===== src/rtl/countdown_mmss.sv =====
// countdown_mmss
// Four-digit BCD mm:ss countdown timer that sets the run time for one
// irrigation valve. A start/stop FSM wraps a cascaded digit chain
// (sec_units 9->0, sec_tens 5->0, min_units 9->0, min_tens 9->0).
//
// Ports:
//   clock, reset         rising-edge clock, synchronous active-high reset
//   tick                 1 Hz enable, one clock wide; decrements in RUN
//   start, stop          control levels; stop always wins
//   preset_*             preset digits, clamped to legal BCD on load
//   min_tens..sec_units  current count
//   running, valve_on    high in RUN
//   done                 one-cycle pulse when the count expires
module countdown_mmss (
  input  logic       clock,
  input  logic       reset,
  input  logic       tick,
  input  logic       start,
  input  logic       stop,
  input  logic [3:0] preset_min_tens,
  input  logic [3:0] preset_min_units,
  input  logic [2:0] preset_sec_tens,
  input  logic [3:0] preset_sec_units,
  output logic [3:0] min_tens,
  output logic [3:0] min_units,
  output logic [2:0] sec_tens,
  output logic [3:0] sec_units,
  output logic       running,
  output logic       valve_on,
  output logic       done
);

  typedef enum logic [1:0] {IDLE, RUN, PAUSE, DONE} state_t;

  state_t     state_reg, state_next;
  logic [3:0] min_tens_reg, min_tens_next;
  logic [3:0] min_units_reg, min_units_next;
  logic [2:0] sec_tens_reg, sec_tens_next;
  logic [3:0] sec_units_reg, sec_units_next;

  // Clamped preset values
  logic [3:0] clamp_min_tens, clamp_min_units, clamp_sec_units;
  logic [2:0] clamp_sec_tens;
  logic       clamp_zero;

  // One-second decrement of the current count
  logic [3:0] dec_min_tens, dec_min_units, dec_sec_units;
  logic [2:0] dec_sec_tens;
  logic       borrow_su, borrow_st, borrow_mu;
  logic       dec_zero;

  always_comb begin
    clamp_min_tens  = (preset_min_tens  > 4'd9) ? 4'd9 : preset_min_tens;
    clamp_min_units = (preset_min_units > 4'd9) ? 4'd9 : preset_min_units;
    clamp_sec_tens  = (preset_sec_tens  > 3'd5) ? 3'd5 : preset_sec_tens;
    clamp_sec_units = (preset_sec_units > 4'd9) ? 4'd9 : preset_sec_units;
    clamp_zero = (clamp_min_tens == 4'd0) && (clamp_min_units == 4'd0) &&
                 (clamp_sec_tens == 3'd0) && (clamp_sec_units == 4'd0);
  end

  // Borrow ripples through the whole chain in one cycle.
  always_comb begin
    borrow_su     = (sec_units_reg == 4'd0);
    dec_sec_units = borrow_su ? 4'd9 : sec_units_reg - 4'd1;

    borrow_st     = borrow_su && (sec_tens_reg == 3'd0);
    dec_sec_tens  = !borrow_su ? sec_tens_reg :
                    (sec_tens_reg == 3'd0) ? 3'd5 : sec_tens_reg - 3'd1;

    borrow_mu     = borrow_st && (min_units_reg == 4'd0);
    dec_min_units = !borrow_st ? min_units_reg :
                    (min_units_reg == 4'd0) ? 4'd9 : min_units_reg - 4'd1;

    // min_tens cannot underflow: 00:00 leaves RUN before another tick.
    dec_min_tens  = borrow_mu ? min_tens_reg - 4'd1 : min_tens_reg;

    dec_zero = (dec_min_tens == 4'd0) && (dec_min_units == 4'd0) &&
               (dec_sec_tens == 3'd0) && (dec_sec_units == 4'd0);
  end

  always_comb begin
    state_next     = state_reg;
    min_tens_next  = min_tens_reg;
    min_units_next = min_units_reg;
    sec_tens_next  = sec_tens_reg;
    sec_units_next = sec_units_reg;
    case (state_reg)
      IDLE: begin
        if (start && !stop) begin
          min_tens_next  = clamp_min_tens;
          min_units_next = clamp_min_units;
          sec_tens_next  = clamp_sec_tens;
          sec_units_next = clamp_sec_units;
          // A zero preset goes straight to DONE so the valve never opens.
          state_next     = clamp_zero ? DONE : RUN;
        end
      end
      RUN: begin
        if (stop) begin
          state_next = PAUSE;  // coincident tick is dropped
        end else if (tick) begin
          min_tens_next  = dec_min_tens;
          min_units_next = dec_min_units;
          sec_tens_next  = dec_sec_tens;
          sec_units_next = dec_sec_units;
          if (dec_zero) state_next = DONE;
        end
      end
      PAUSE: begin
        if (stop) begin
          min_tens_next  = 4'd0;
          min_units_next = 4'd0;
          sec_tens_next  = 3'd0;
          sec_units_next = 4'd0;
          state_next     = IDLE;
        end else if (start) begin
          state_next = RUN;
        end
      end
      DONE: begin
        min_tens_next  = 4'd0;
        min_units_next = 4'd0;
        sec_tens_next  = 3'd0;
        sec_units_next = 4'd0;
        state_next     = IDLE;
      end
      default: state_next = IDLE;
    endcase
  end

  always_ff @(posedge clock) begin
    if (reset) begin
      state_reg     <= IDLE;
      min_tens_reg  <= 4'd0;
      min_units_reg <= 4'd0;
      sec_tens_reg  <= 3'd0;
      sec_units_reg <= 4'd0;
    end else begin
      state_reg     <= state_next;
      min_tens_reg  <= min_tens_next;
      min_units_reg <= min_units_next;
      sec_tens_reg  <= sec_tens_next;
      sec_units_reg <= sec_units_next;
    end
  end

  assign min_tens  = min_tens_reg;
  assign min_units = min_units_reg;
  assign sec_tens  = sec_tens_reg;
  assign sec_units = sec_units_reg;
  assign running   = (state_reg == RUN);
  assign valve_on  = (state_reg == RUN);
  assign done      = (state_reg == DONE);

endmodule


===== config.mk =====
export PLATFORM = sky130hd
export DESIGN_NAME = countdown_mmss
export DESIGN_NICKNAME = d
export VERILOG_FILES = /design/src/rtl/countdown_mmss.sv
export SDC_FILE = /design/constraint.sdc
export NUM_CORES = 1
export LEC_CHECK = 0
export CORE_ASPECT_RATIO = 0.7
export CORE_MARGIN = 5
export CORE_UTILIZATION = 47
export DETAILED_ROUTE_END_ITERATION = 6
export PLACE_DENSITY = 0.8
export SETUP_SLACK_MARGIN = 0.3
export SLEW_MARGIN = 5
export SYNTH_ARGS = -nofsm -noshare
export SYNTH_HDL_FRONTEND = slang
export SYNTH_SLANG_ARGS = --single-unit
export TNS_END_PERCENT = 5

===== constraint.sdc =====
create_clock -name clock -period 2.36 [get_ports clock]
set_input_delay 0.354 -clock clock [delete_from_list [all_inputs] [get_ports clock]]
set_output_delay 0.354 -clock clock [all_outputs]
set_load 0.005 [all_outputs]

=== After elaboration in Yosys (flattened, before gate mapping) ===
Index checks and enable logic that the tools add are counted.

* Output and inout port bits: 18
* Flip-flop bits (word level): 17
* Logic and storage cells: 83
* Bits of input ports: 20

* Magnitude comparators: 4
* Muxes and demuxes: 36
* Equality and inequality tests: 10
* Add/subtract/negate cells: 4
* Reduce and logical (&&, ||, !) cells: 24

{| class="wikitable"
|+ Operators with widths
! kind !! number
|-
| $mux 4 || 17
|-
| $pmux 4 s4 || 3
|-
| $logic_not 4->1 || 8
|-
| $mux 3 || 7
|-
| $mux 2 || 7
|-
| $gt 4x4->1 const B || 3
|-
| $pmux 3 s4 || 1
|-
| $sub 4x1->4 const B || 3
|-
| $logic_and 1x1->1 || 9
|-
| $logic_not 3->1 || 3
|-
| $ne 2x2->1 const B || 4
|-
| $pmux 2 s4 || 1
|-
| $reduce_and 4->1 || 2
|-
| $ne 3x3->1 const B || 2
|-
| $eq 2x2->1 const B || 2
|-
| $gt 3x3->1 const B || 1
|-
| $ne 3x2->1 const B || 1
|-
| $sub 3x1->3 const B || 1
|-
| $eq 2x1->1 const B || 1
|-
| $logic_not 2->1 || 1
|-
| $logic_not 1->1 || 1
|}

=== Logic depth before layout (Yosys ltp) ===
Gate-level depths: netlist (run 1).

* Depth in word-level cells: 12
* Gate-level depth with buffers: 8
* Mapped depth without buffers: 7

=== Least setup slack after synthesis (run 1) ===
Ideal clock, no wire load.

* Kind: register to register
* Start: register sec_units_reg[0] (netlist: sec_units[0])
* End: register min_units_reg[2] (netlist: min_units[2])
* Slack: 328 ps
* Clock period less this slack: 2032 ps
* Required time: 2233 ps
* Buffers on the path: 1
* Data arrival time: 1906 ps
* Cell stages (with the launch flop): 7
* Library setup time: 127 ps
* Cells stage by stage: dfxtp_1 > or4_1 > buf_2 > nor4_4 > mux2_1 > a221oi_2 > nor3_2

* Longest elaborated chain between the ends: 6

{| class="wikitable"
|+ Ends and longest elaborated chain
! element !! line !! text
|-
| start: declaration || 39 || <nowiki>logic [3:0] sec_units_reg, sec_units_next;</nowiki>
|-
| start signal: assignment || 143 || <nowiki>sec_units_reg <= sec_units_next;</nowiki>
|-
| $logic_not 4->1 || 63 || <nowiki>borrow_su = (sec_units_reg == 4'd0);</nowiki>
|-
| $logic_and 1x1->1 || 66 || <nowiki>borrow_st = borrow_su && (sec_tens_reg == 3'd0);</nowiki>
|-
| $mux 4 || 71 || <nowiki>dec_min_units = !borrow_st ? min_units_reg :</nowiki>
|-
| $mux 4 || 101 || <nowiki>end else if (tick) begin</nowiki>
|-
| $mux 4 || 99 || <nowiki>if (stop) begin</nowiki>
|-
| $pmux 4 s4 || 87 || <nowiki>case (state_reg)</nowiki>
|-
| end signal: assignment || 141 || <nowiki>min_units_reg <= min_units_next;</nowiki>
|-
| end: declaration || 37 || <nowiki>logic [3:0] min_units_reg, min_units_next;</nowiki>
|}

Every way passes these cells. The select of a mux whose other input is x is not followed.
A chain may end at the register's enable or synchronous reset.

=== Final worst setup path (run 1) ===
* Start: register sec_units_reg[3] (netlist: sec_units[3])
* End: register min_units_reg[1] (netlist: min_units[1])

The elaborated chain is that of the path after synthesis.

==> reports/metrics.cfg, run 1 <==
[power]
p_sw_share_pct=34.9
pwr-share-seq_pct=38.1
intPower_uw=596
power_density_nw_per_um2=525
ir_drop_mv=0.222
switchingPower_uw=319
leakage_uw=0.000602
power_uw=915
pwr-share-comb_pct=37.2
power_frac_clock_pct=24.6

[worst_setup_path]
ff2ff_path_depth=5
timing.rr.end=min_units[1]
ff2ff_setup_slack_ns=0.29
crit_arrival_ns=2.19
cp-end-kind=register
cp_max_fo=7
critPathLaunchType=register
r2r_start=sec_units[3]
cp.required_ns=2.47
path_class=register to register

[synth]
synth_top_area_share_pct=27.0
ys.flop_type=dfxtp_1
synth_cell_types=47
yosysMostFrequentCell=nor2_1
synthTopCellsByArea=dfxtp_1 (27%), nor2_1 (7.4%), a21oi_1 (6.7%)
synth_area_per_cell_um2=6.97
syn_nets=202
ys_async_sr_fraction_pct=0
netlist_area_um2=1260
synthCells=181
synth_top_area_cell=dfxtp_1
ys_warn_count=0
synth-seq-area-share_pct=27.0
synthTopCellsByCount=nor2_1 (25), nand2_1 (18), a21oi_1 (17), dfxtp_1 (17), o21ai_0 (16)
synth_seq_cells=17
synth_edf_count=0

[clock_tree]
cts_buffers=3
cts_sinks=17
postCtsHoldBufs=0
cts.htree.levels=1
clock_path_buffers=2
cts_root_buf=clkbuf_8
cts_tree=yes
path_clk_slew_ns=0.07
insertion_delay_ns=0.26

[floorplanning]
die_w_um=71.9
ios=38
rows=15
die_h_um=53.4
coreArea_um2=2510
dieArea_um2=3840
initial_core_util_pct=50.2

[routing]
antenna_left=0
drt_wl_total_um=4080
drtPass1Iterations=5
route.detailed.drc=0
wire_per_inst_um=16.2
drt_iter0_drc=163
avgViaCountPerCell=6.18
vias=1557

[sta]
max_freq_ghz=0.482
finalCriticalPeriod_ns=2.07
worstMarginPinSlew_ns=0.856
skew_ns=0.00472
maxSlewViolCount=0
finalWorstSetupSlack_ns=0.287
period_share_pct=87.8
setup_tns_ns=0
setup_viol=0
grt_setup_unrepaired=true
finalHoldViolCount=0
slew_headroom_pct=42.6

[grt]
grt_start_max_net_pins=18
gr-total-overflow=0
first_global_vias=1370
grtUsageTotal_pct=22.7
grt_pass1_wl_um=6650
antenna_found_initial=0

[layout]
drive_above_1_share_pct=10.1
synthToLayoutAreaGrowth_pct=38.1
multiInputGateArea_um2=861
antenna_cells=0
fillers=224
seqCellArea_um2=342
utilization_pct=69.3
fin_nets=240

[place]
gp_congestion=0.996
dp_slack_ns=0.0953
dp_hpwl_um=3100
portBuffers=37

[worst_hold_path]
hold_class=register to register
whs_path_depth=2
worstHoldStart=min_units[0]
min_to=min_units[0]

[job]
maxCapViolCount=0

[outcome]
outcome=completed

worst max-delay path by stage:
stage,from,end,slack (ns),cells after the start
2_1_floorplan,sec_units[0],min_units[2],0.33,6
3_3_place_gp,sec_units[3],min_units[1],0.23,5
3_5_place_dp,sec_units[3],min_units[1],0.1,5
4_1_cts,sec_units[3],min_units[2],0.31,5
5_1_grt,sec_units[3],min_units[1],0.22,5
6_report,sec_units[3],min_units[1],0.29,5
what timing repair did:
action                     in CTS  in global routing
setup buffers                   1                  0
pin swaps                       1                  0
setup endpoints to repair       2                  4
resized for setup               3                  1
metal layers:
layer / global-route usage, % / part of all wire [%] / vias to the layer above / routed length [um]
li1: - / - / 740 / -
met1: 30.3 / 45 / 733 / 1830
met2: 36.6 / 46 / 73 / 1880
met3: 4.74 / 7.5 / 11 / 308
met4: 7.19 / 1.5 / 0 / 63
met5: 0 / 0 / - / 0
worst max-delay path, stage by stage (launching register included):
cell and delay, ns:
dfxtp_1 0.38, or4_4 0.60, nor3_4 0.24, mux2_1 0.38
a221oi_2 0.25, nor3_1 0.08
cell families after synthesis:
family | synth area share, %
AOI/OAI and AO/OA | 26.1
xor gates and xnor gates | 0.694
adders and majority gates | 0.991
buffers and inverters | 6.14
DFF | 27.0
muxes | 3.57
and+or+nand+nor | 35.6
cells in the final DEF (no fill, tap or decap), types with 2 or more instances in the layout:
cell              n
a211oi_1          3
a21oi_1          17
a221oi_2          2
a22oi_1           2
a311oi_1          2
a31oi_1           4
buf_4             8
clkbuf_8          3
clkdlybuf4s50_1  37
clkinv_1          2
dfxtp_1          16
inv_1             4
mux2_1            3
nand2_1          18
nand3_1           4
nand4_1           3
nor2_1           25
nor2b_1           2
nor3_1           13
nor4_1            4
o211ai_1          2
o21ai_0          16
or2_2             2
or3_1             2
metrics by stage:
stage	instances	cell area, um2	hold WS (ns)
after floorplan	181	1260	0.432
after global placement	247	1670	0.514
after detailed placement	247	1670	0.512
after CTS	252	1740	0.520
after global routing	252	1740	0.548
final	252	1740	0.521
power groups by stage:
stage          Combinational, uW  Sequential (uW)  Clock [uW]
2_1_floorplan                199              343           0
3_3_place_gp                 313              352           0
3_5_place_dp                 322              353           0
4_1_cts                      336              348         230
5_1_grt                      370              355         241
6_report                     341              349         225
area by class of cell:
| class | count | area share, % |
|---|---|---|
| inverter | 6 | 1.29 |
| multi-input combinational | 146 | 49.4 |
| timing repair buffer | 45 | 24.7 |
| tap | 34 | 2.44 |
| clock buffer | 4 | 2.58 |
| sequential | 17 | 19.6 |
Power figures use the tool's default switching activity.
==> run 2: changes to the inputs <==
--- a/config.mk
+++ b/config.mk
@@ -5,13 +5,14 @@
 export SDC_FILE = /design/constraint.sdc
 export NUM_CORES = 1
 export LEC_CHECK = 0
+export CELL_PAD_IN_SITES_DETAIL_PLACEMENT = 1
+export CELL_PAD_IN_SITES_GLOBAL_PLACEMENT = 1
 export CORE_ASPECT_RATIO = 0.7
 export CORE_MARGIN = 5
-export CORE_UTILIZATION = 47
+export CORE_UTILIZATION = 32
 export DETAILED_ROUTE_END_ITERATION = 6
-export PLACE_DENSITY = 0.8
+export PLACE_DENSITY_LB_ADDON = 0.1
 export SETUP_SLACK_MARGIN = 0.3
-export SLEW_MARGIN = 5
 export SYNTH_ARGS = -nofsm -noshare
 export SYNTH_HDL_FRONTEND = slang
 export SYNTH_SLANG_ARGS = --single-unit
==> run 2 against run 1 <==
Compared with the run above: clock-buffer cell count down 1; power is 2.2% higher; non-clock buffer count is 1 higher; clock skew shrank 0.0025 ns; global-route usage down 4.2 points; first-iteration DRC count down 53%; sequential cell count is the same; clock power increased by 6%; combinational power increased by 1%; design area grew 1.5%; via count down 2.2%; final cell count rose by 7.5%; critical endpoint is now min_units[2]; largest cell class unchanged; largest power group unchanged.
==> reports/metrics.cfg, run 2 (synthesis gave the netlist of run 1 again) <==
[layout]
layout_common_cells=clkdlybuf4s50_1 (37), nor2_1 (25), nand2_1 (18)  ; unchanged
fillers=476  ; was 224
layout_commonest_cell=clkdlybuf4s50_1  ; unchanged
antenna_cells=0  ; unchanged
synthToLayoutAreaGrowth_pct=40.1  ; was 38.1%
fin_nets=241  ; was 240
drive_above_1_share_pct=11.0  ; was 10.1%
final_area_um2=1770  ; was 1740 um2

[sta]
worstMarginPinSlew_ns=0.877  ; was 0.856 ns
finalHoldViolCount=0  ; unchanged
setup_tns_ns=0  ; unchanged
maxSlewViolCount=0  ; unchanged
period_share_pct=85.9  ; was 87.8%
grt_setup_unrepaired=true  ; unchanged
slew_headroom_pct=41.2  ; was 42.6%
skew_ns=0.00219  ; was 0.00472 ns
max_freq_ghz=0.494  ; was 0.482 GHz
setup_viol=0  ; unchanged
finalCriticalPeriod_ns=2.03  ; was 2.07 ns

[worst_setup_path]
cp.required_ns=2.49  ; was 2.47 ns
ff2ff_path_depth=5  ; unchanged
path_class=register to register  ; unchanged
timing.rr.end=min_units[2]  ; was min_units[1]
cp-end-kind=register  ; unchanged
ff2ff_setup_slack_ns=0.33  ; was 0.29 ns
cp_max_fo=7  ; unchanged
r2r_start=sec_units[3]  ; unchanged
critPathLaunchType=register  ; unchanged
crit_arrival_ns=2.16  ; was 2.19 ns

[routing]
drt_iter0_drc=76  ; was 163
route.detailed.drc=0  ; unchanged
wire_per_inst_um=17.7  ; was 16.2 um
drtPass1Iterations=4  ; was 5
antenna_left=0  ; unchanged
avgViaCountPerCell=5.62  ; was 6.18
drt_wl_total_um=4790  ; was 4080 um
vias=1522  ; was 1557

[grt]
grtUsageTotal_pct=18.5  ; was 22.7%
grt_start_max_net_pins=16  ; was 18
grt_pass1_wl_um=7860  ; was 6650 um
gr-total-overflow=0  ; unchanged
first_global_vias=1554  ; was 1370
antenna_found_initial=0  ; unchanged

[worst_hold_path]
hold_class=register to register  ; unchanged
min_to=sec_units[3]  ; was min_units[0]
worstHoldStart=sec_units[3]  ; was min_units[0]
whs_path_depth=2  ; unchanged

[clock_tree]
cts_buffers=3  ; unchanged
cts_root_buf=clkbuf_8  ; unchanged
clock_path_buffers=2  ; unchanged
postCtsHoldBufs=0  ; unchanged
cts_tree=yes  ; unchanged
path_clk_slew_ns=0.08  ; was 0.07 ns
insertion_delay_ns=0.26  ; about the same
cts_sinks=17  ; unchanged
cts.htree.levels=1  ; unchanged

[place]
dp_hpwl_um=3680  ; was 3100 um
place_area_um2=1700  ; was 1670 um2
portBuffers=37  ; unchanged
gp_congestion=0.776  ; was 0.996

[job]
maxCapViolCount=0  ; unchanged

[floorplanning]
dieArea_um2=5320  ; was 3840 um2
ios=38  ; unchanged
initial_core_util_pct=32.6  ; was 50.2%
coreArea_um2=3870  ; was 2510 um2
die_h_um=62.6  ; was 53.4 um
die_w_um=85.1  ; was 71.9 um
rows=19  ; was 15

[power]
pwr-share-seq_pct=37.5  ; was 38.1%
ir_drop_mv=0.228  ; was 0.222 mV
intPower_uw=595  ; was 596 uW
pwr-share-comb_pct=36.9  ; was 37.2%
power_density_nw_per_um2=528  ; was 525 nW/um2
p_sw_share_pct=36.4  ; was 34.9%
switchingPower_uw=340  ; was 319 uW
leakage_uw=0.000607  ; was 0.000602 uW
power_frac_clock_pct=25.6  ; was 24.6%

[outcome]
outcome=completed  ; unchanged

==> run 2: worst max-delay path by stage <==
stage | to | from
2_1_floorplan | min_units[2] | sec_units[0]
3_3_place_gp | min_units[2] | sec_units[3]
3_5_place_dp | min_units[2] | sec_units[3]
4_1_cts | min_units[2] | sec_units[3]
5_1_grt | min_units[2] | sec_units[1]
6_report | min_units[2] | sec_units[3]
==> run 2: area by class of cell <==
| class | count | area, um2 | area share [%] |
|---|---|---|---|
| inverter | 6 | 22.5 | 1.27 |
| timing repair buffer | 46 | 438 | 24.8 |
| sequential | 17 | 342 | 19.3 |
| multi-input combinational | 146 | 856 | 48.4 |
| tap | 52 | 65.1 | 3.68 |
| clock inverter | 1 | 5.00 | 0.283 |
| clock buffer | 3 | 41.3 | 2.33 |
==> run 2: routing by layer <==
metal	track usage (%)	part of all wire, %	vias up
met5	0	0	-
met4	5.53	1.0	0
met3	3.69	4.9	4
met2	29.8	46	45
met1	24.6	48	735
li1	-	-	738
==> run 2: metrics by stage <==
stage	utilization (%)	hold slack [ns]	instances	setup slack (ns)	power [uW]
after global placement	43.9	0.529	266	0.216	677
after global routing	45.7	0.569	271	0.248	990
after floorplan	-	0.432	181	0.328	542
after detailed placement	43.9	0.549	266	0.171	689
after CTS	45.6	0.562	271	0.302	939
final	45.7	0.531	271	0.334	935
==> run 2: power by group through the flow <==
| stage | combinational [uW] | sequential (uW) | clock [uW] |
|---|---|---|---|
| finish | 345 | 350 | 239 |
| global route | 381 | 357 | 252 |
| global placement | 323 | 354 | 0 |
| detailed placement | 333 | 356 | 0 |
| floorplan | 199 | 343 | 0 |
| CTS | 345 | 350 | 244 |
==> run 2: timing repair <==
| action | CTS | global route |
|---|---|---|
| pin swaps | 1 | 0 |
| setup endpoints to repair | 2 | 4 |
| buffers inserted | 1 | 0 |
| resized for setup | 2 | 2 |
==> run 2: worst max-delay path, cell delays in order (launching register included) <==
cell,delay [ns]
dfxtp_2,0.36
or4_4,0.57
nor4_4,0.23
mux2_1,0.36
a221oi_2,0.30
nor3_2,0.08
